<file path="src/rtl/press_decoder_pkg.sv">
// Shared state encoding and default timing constants for the press decoder.
package press_decoder_pkg;

    // Gesture classifier states, 3-bit encoding.
    typedef enum logic [2:0] {
        IDLE      = 3'd0,
        PRESS1    = 3'd1,
        WAIT2     = 3'd2,
        PRESS2    = 3'd3,
        LONG_HOLD = 3'd4
    } state_t;

    // Default timing, shared by the top level and the bench.
    localparam int LONG_CYCLES_DEFAULT = 50;
    localparam int GAP_CYCLES_DEFAULT  = 20;
    localparam int CNT_W_DEFAULT       = 16;

endpackage

</file>
<file path="src/rtl/press_decoder_cycle_counter.sv">
// Sample counter shared by the press and gap phases: load-1, increment,
// and a compare against a caller-supplied terminal value.
module cycle_counter #(
    parameter int CNT_W = 16
) (
    input  logic             clk,
    input  logic             reset,
    input  logic             load_one,
    input  logic             inc,
    input  logic [CNT_W-1:0] term,
    output logic             at_term
);

    logic [CNT_W-1:0] count_reg;

    // Load-1 wins over increment; the first counted sample is the one that loads.
    always_ff @(posedge clk) begin
        if (reset) begin
            count_reg <= '0;
        end else if (load_one) begin
            count_reg <= {{(CNT_W-1){1'b0}}, 1'b1};
        end else if (inc) begin
            count_reg <= count_reg + 1'b1;
        end
    end

    assign at_term = (count_reg == term);

endmodule

</file>
<file path="src/rtl/press_decoder.sv">
// Classifies a debounced button level into short, double and long press
// pulses, plus a level that stays high while a long press is held.
module press_decoder
    import press_decoder_pkg::*;
#(
    parameter int LONG_CYCLES = LONG_CYCLES_DEFAULT,
    parameter int GAP_CYCLES  = GAP_CYCLES_DEFAULT,
    parameter int CNT_W       = CNT_W_DEFAULT
) (
    input  logic clk,
    input  logic reset,
    input  logic button_debounced,
    output logic short_press,
    output logic double_press,
    output logic long_press,
    output logic held
);

    // Terminal counts: the deciding sample is the one seen while the counter
    // already holds N-1, so the N-th sample makes the decision.
    localparam logic [CNT_W-1:0] LONG_TERM = CNT_W'(LONG_CYCLES - 1);
    localparam logic [CNT_W-1:0] GAP_TERM  = CNT_W'(GAP_CYCLES - 1);

    state_t           state_reg;
    logic             short_press_reg;
    logic             double_press_reg;
    logic             long_press_reg;
    logic             held_reg;

    logic             cnt_load_one;
    logic             cnt_inc;
    logic [CNT_W-1:0] cnt_term;
    logic             cnt_at_term;

    // Counter control: load on the first sample of a phase, count while the
    // phase continues, and stop at the terminal so the count never wraps.
    always_comb begin
        cnt_load_one = 1'b0;
        cnt_inc      = 1'b0;
        cnt_term     = LONG_TERM;
        case (state_reg)
            IDLE: begin
                cnt_load_one = button_debounced;
            end
            PRESS1: begin
                if (button_debounced) begin
                    cnt_inc = !cnt_at_term;
                end else begin
                    cnt_load_one = 1'b1;
                end
            end
            WAIT2: begin
                cnt_term = GAP_TERM;
                if (!button_debounced) begin
                    cnt_inc = !cnt_at_term;
                end
            end
            default: begin
            end
        endcase
    end

    cycle_counter #(
        .CNT_W (CNT_W)
    ) u_cycle_counter (
        .clk      (clk),
        .reset    (reset),
        .load_one (cnt_load_one),
        .inc      (cnt_inc),
        .term     (cnt_term),
        .at_term  (cnt_at_term)
    );

    // Gesture FSM with registered one-cycle pulses and the held level.
    always_ff @(posedge clk) begin
        if (reset) begin
            state_reg        <= IDLE;
            short_press_reg  <= 1'b0;
            double_press_reg <= 1'b0;
            long_press_reg   <= 1'b0;
            held_reg         <= 1'b0;
        end else begin
            short_press_reg  <= 1'b0;
            double_press_reg <= 1'b0;
            long_press_reg   <= 1'b0;
            case (state_reg)
                IDLE: begin
                    if (button_debounced) begin
                        state_reg <= PRESS1;
                    end
                end
                PRESS1: begin
                    if (button_debounced && cnt_at_term) begin
                        long_press_reg <= 1'b1;
                        held_reg       <= 1'b1;
                        state_reg      <= LONG_HOLD;
                    end else if (!button_debounced) begin
                        state_reg <= WAIT2;
                    end
                end
                WAIT2: begin
                    if (button_debounced) begin
                        double_press_reg <= 1'b1;
                        state_reg        <= PRESS2;
                    end else if (cnt_at_term) begin
                        short_press_reg <= 1'b1;
                        state_reg       <= IDLE;
                    end
                end
                PRESS2: begin
                    // Second press length is deliberately ignored.
                    if (!button_debounced) begin
                        state_reg <= IDLE;
                    end
                end
                LONG_HOLD: begin
                    if (!button_debounced) begin
                        held_reg  <= 1'b0;
                        state_reg <= IDLE;
                    end
                end
                default: begin
                    held_reg  <= 1'b0;
                    state_reg <= IDLE;
                end
            endcase
        end
    end

    assign short_press  = short_press_reg;
    assign double_press = double_press_reg;
    assign long_press   = long_press_reg;
    assign held         = held_reg;

endmodule
</file>
<file path="config.mk">
export PLATFORM = sky130hd
export DESIGN_NAME = press_decoder
export DESIGN_NICKNAME = d
export VERILOG_FILES = /design/src/rtl/press_decoder_pkg.sv /design/src/rtl/press_decoder_cycle_counter.sv /design/src/rtl/press_decoder.sv
export SDC_FILE = /design/constraint.sdc
export NUM_CORES = 1
export LEC_CHECK = 0
export CAP_MARGIN = 30
export CORE_UTILIZATION = 61
export DETAILED_ROUTE_END_ITERATION = 8
export PLACE_DENSITY = 0.77
export SYNTH_ARGS = -nofsm -noshare
export SYNTH_HDL_FRONTEND = slang
export SYNTH_SLANG_ARGS = --single-unit
export TNS_END_PERCENT = 20
</file>
<file path="constraint.sdc">
create_clock -name clk -period 2.58 [get_ports clk]
set_input_delay 0.387 -clock clk [delete_from_list [all_inputs] [get_ports clk]]
set_output_delay 0.387 -clock clk [all_outputs]
set_load 0.05 [all_outputs]
</file>
Word level (Yosys, flattened, before mapping). Cells that the tools add are included.

Add/sub/neg operators: 1. Equal/unequal tests: 11. Multiplexer cells: 21. Bitwise gates (word level): 3. Reductions and logical operators: 12.

Operators with widths (number): $mux W3 (6); $add A16 B1 Y16 const B (1); $eq A16 B6 Y1 (1); $pmux W3 S4 (1); $mux W1 (10); $ne A2 B2 Y1 const B (4); $reduce_or A2 Y1 (4); $eq A3 B2 Y1 const B (2); $mux W6 (1); $ne A3 B3 Y1 const B (2); $reduce_or A3 Y1 (2); $pmux W1 S2 (2); $reduce_and A4 Y1 (1); $eq A3 B1 Y1 const B (1); $eq A3 B3 Y1 const B (1); $logic_not A3 Y1 (1); $not A1 Y1 (3); $pmux W1 S3 (1); $reduce_and A3 Y1 (1); $reduce_bool A2 Y1 (1); $logic_and A1 B1 Y1 (1); $logic_not A1 Y1 (1).

Register bits: 23. Input bits: 3. Output and inout bits: 4. Logic and storage cells: 55.

Longest topological paths before layout.
Depth after elaboration: 8. Mapped depth: 6. Gate-level depth less buffers: 5.

Cells and area by module. From an unflattened synthesis, not the netlist that was laid out.

Cell total of the unflattened synthesis: 143. Area total of the unflattened synthesis: 1232.4 um2.

By module, submodules not included: cycle_counter (instances 1, cells each 106, area an instance 917.1 um2, seq. area each 320.3 um2); press_decoder (instances 1, cells each 37, area an instance 315.3 um2, seq. area each 140.1 um2).

Worst setup path before layout. OpenSTA, ideal clock, no wires.

Kind: input to register. From: in button_debounced. To: reg u_cycle_counter.count_reg[8]. Library setup time: 0.059 ns. Arrival time: 1.611 ns. Data required time: 2.521 ns. Path slack: 0.910 ns. Cell stages on the path: 6. Path buffers: 1. Cell sequence: buf_4 -> nor4b_4 -> or2_4 -> o21ai_4 -> or4_1 -> nand2_1.

Longest elaborated chain between the ends: 3. Elaborated cells on any way between the ends: 6. Those cells by class: 5 x mux; 1 x reduce/logical.

RTL lines: start, declared (line press_decoder.sv:12) `input logic button_debounced,`; $mux W1 (line press_decoder.sv:46) `if (button_debounced) begin`; $pmux W1 S2 (line press_decoder.sv:41) `case (state_reg)`; $reduce_or A2 Y1 (no line); end signal, assigned (line press_decoder_cycle_counter.sv:21) `count_reg <= {{(CNT_W-1){1'b0}}, 1'b1};`; end signal, assigned (line press_decoder_cycle_counter.sv:23) `count_reg <= count_reg + 1'b1;`; end, declared (line press_decoder_cycle_counter.sv:14) `logic [CNT_W-1:0] count_reg;`.

Several ways; a longest one is shown, not always the timed one. A chain may end at the register's enable or synchronous reset.

Final worst setup path.
From: reg held_reg, in the netlist held. To: out held.

RTL lines: start, declared (line press_decoder.sv:28) `logic held_reg;`; start signal, assigned (line press_decoder.sv:81) `held_reg <= 1'b0;`; start signal, assigned (line press_decoder.sv:95) `held_reg <= 1'b1;`; start signal, assigned (line press_decoder.sv:118) `held_reg <= 1'b0;`; end, declared (line press_decoder.sv:16) `output logic held`.

No word-level cell between the ends.

==> out/results.ini <==
[run_status]
status=complete, no violations

[synthesis]
synth_top_area_share=0.387
ys_warn_count=0
ys_seq_area_frac=0.387
synthCells=134
synth_fp_nets=138
synth_edf_count=0
async_reset_ff_frac=0
ys_types=41
synth_top_cell_by_area=dfxtp_1
synthesis.area_sq_um=1190
synth_flop_cell=dfxtp_1
syn_area_per_cell_sq_um=8.89
synth_area_leaders=dfxtp_1 (39%), xnor2_1 (8.1%), nor2_1 (6.3%)
synth_seq_cells=23

[clocking]
cts_hold_buf=0
cts_buffer_depth=2
clock_sinks=23
cts_setup_buffers=0
path_clk_slew_ns=0.13
cts_root_buf=clkbuf_4
post_cts_resized=0
cts_tree=built
cts_max_level=1
cts-buffers-inserted=3
worstSkewPairLatency_ns=0.32

[final_layout]
multi_input_area_sq_um=678
largest_reg_flops=16
drive_above_1_share=0.0986
fillCellCount=147
syn_to_final_growth_pct=8.40
antennaDiodeCount=0
regArea_sq_um=460
instances_no_fill=167
fin_area_sq_um=1290
nNetsFinal=147

[global_routing]
grt_pass1_wl_mm=3.68
grt_max_degree=14
grt_usage=0.245
grt.overflow.total=0
grt_pass1_vias=827
antenna_found_initial=0

[power_and_ir_drop]
combinationalPowerShare=0.093
p_per_area_nw_per_um2=460
switchingPower_mw=0.151
switching_share=0.254
seq_power_share=0.620
power.leakage_nw=0.398
finalPower_mw=0.594
ir_worst_vdd_mv=0.362
p_int_mw=0.443
power_frac_clock=0.287

[drt]
wl_mm=2.30
wl_per_cell_microns=13.7
vias_per_cell=5.98
drc_errors=0
drt_first_pass_iters=4
ant_nets=0
drtIter0Drc=39
vias=998

[sta]
relSlewSlack=0.666
hold_viol=0
setup_viol_count_final=0
timing.final.crit_share=0.738
rsz0062_at_grt=false
fin_crit_ns=1.90
fin_skew_ns=0.00804
tns_ns=0
drv_slew=0
worst_pin_slew_ns=0.500
max_freq_ghz=0.525

[worst_setup_path]
critical_path_class=flop to output port
critPathCaptureType=output port
slowest_delay_ns=0.81
crit_chain=clkdlybuf4s50_1
worst-path-buf-inv=1
cp_slowest_cell=clkdlybuf4s50_1
path_delay_family=buffers and inverters
worstPathArrival_ns=1.52
cp-start-kind=flop
cp_max_fo=4
worstPathRequired_ns=2.19

[die]
io_pins=7
die_x_microns=46.2
placementRows=15
start_util=0.668
dieArea_sq_um=2130
die_h_microns=46.2
fp.coreArea_sq_um=1780

[worst_hold_path]
hp-class=flop to flop

[placed_design]
gp_congestion=0.846
dpl_cell_area_sq_um=1260
hpwl_mm=1.60
dp_cells=163
port_buffers=6

[run]
max_cap_viol_count=0

==> cell families (layout without fill, tap and decap cells) <==
| kind of cell | after synthesis | after routing | share of synthesized area |
|---|---|---|---|
| buf+inv | 9 | 17 | 0.0441 |
| mux | 1 | 1 | 0.0116 |
| fa+ha+maj | 1 | 1 | 0.0105 |
| simple gates | 74 | 74 | 0.360 |
| xor+xnor | 13 | 13 | 0.0956 |
| compound gates | 13 | 13 | 0.0914 |
| flops | 23 | 23 | 0.387 |
==> synth_stat cells, types with 2 or more instances <==
| master | number |
|---|---|
| nor2b_1 | 3 |
| xor2_1 | 2 |
| buf_6 | 2 |
| o21ai_0 | 2 |
| inv_1 | 5 |
| nand2_1 | 11 |
| nor4b_1 | 2 |
| a21oi_1 | 4 |
| nand3_1 | 4 |
| or3_1 | 2 |
| xnor2_1 | 11 |
| nand4_1 | 3 |
| nor4_1 | 2 |
| nor2_1 | 20 |
| nand2b_1 | 2 |
| nor3_1 | 9 |
| o211ai_1 | 2 |
| or4_1 | 2 |
| and3_1 | 2 |
| dfxtp_1 | 23 |
==> layer usage <==
metal	wire [microns]	vias to the layer above	global-route usage	share of wire
met2	1070	32	0.403	0.46
li1	-	488	-	-
met1	1060	466	0.309	0.46
met3	85	12	0.0353	0.037
met4	80	0	0.124	0.035
met5	0	-	0	0
==> through the flow <==
step / hold WS [ns] / utilization / worst slack, ns
after global placement: 0.510 / 0.709 / 0.487
after detailed placement: 0.513 / 0.709 / 0.443
final: 0.539 / 0.724 / 0.676
after floorplan: 0.456 / - / 0.910
after global routing: 0.588 / 0.724 / 0.605
after CTS: 0.548 / 0.724 / 0.662
==> power by group through the flow <==
stage                     clock network, mW  logic, mW  registers, mW
after global routing                  0.186     0.0602          0.369
after floorplan                           0     0.0429          0.373
after global placement                    0     0.0526          0.376
after CTS                             0.172     0.0548          0.368
final                                 0.170     0.0553          0.368
after detailed placement                  0     0.0542          0.376
==> layout by cell type (no fill, tap or decap), types with 2 or more instances in the layout <==
| cell | synthesis | routed |
|---|---|---|
| o21ai_0 | 2 | 2 |
| a21oi_1 | 4 | 4 |
| dfxtp_1 | 23 | 23 |
| buf_4 | 1 | 2 |
| nor4_1 | 2 | 2 |
| clkbuf_4 | 0 | 3 |
| clkdlybuf4s50_1 | 0 | 6 |
| or3_1 | 2 | 2 |
| o211ai_1 | 2 | 2 |
| nand4_1 | 3 | 3 |
| nor2_1 | 20 | 20 |
| nor3_1 | 9 | 9 |
| nor4b_1 | 2 | 2 |
| xor2_1 | 2 | 2 |
| nand2_1 | 11 | 11 |
| inv_1 | 5 | 5 |
| and3_1 | 2 | 2 |
| nor2b_1 | 3 | 3 |
| or4_1 | 2 | 2 |
| nand3_1 | 4 | 4 |
| nand2b_1 | 2 | 2 |
| xnor2_1 | 11 | 11 |
==> path summary, 6_finish.rpt <==
kind              cells after the start                            end  slack, ns                     startpoint
hold / removal                        2  u_cycle_counter.count_reg[15]       0.54  u_cycle_counter.count_reg[15]
setup reg to reg                      5                   state_reg[1]       0.76   u_cycle_counter.count_reg[9]
hold reg to reg                       2  u_cycle_counter.count_reg[15]       0.54  u_cycle_counter.count_reg[15]
setup / recovery                      1                           held       0.68                           held
==> final cells by class <==
cell class,count,share of cell area
Timing Repair Buffer,8,0.0581
Multi-Input combinational cell,102,0.525
Clock buffer,3,0.0174
Inverter,5,0.0145
Tap cell,25,0.0242
Sequential cell,23,0.357
Clock inverter,1,0.00388
No activity file was read; power rests on OpenSTA's default activity.
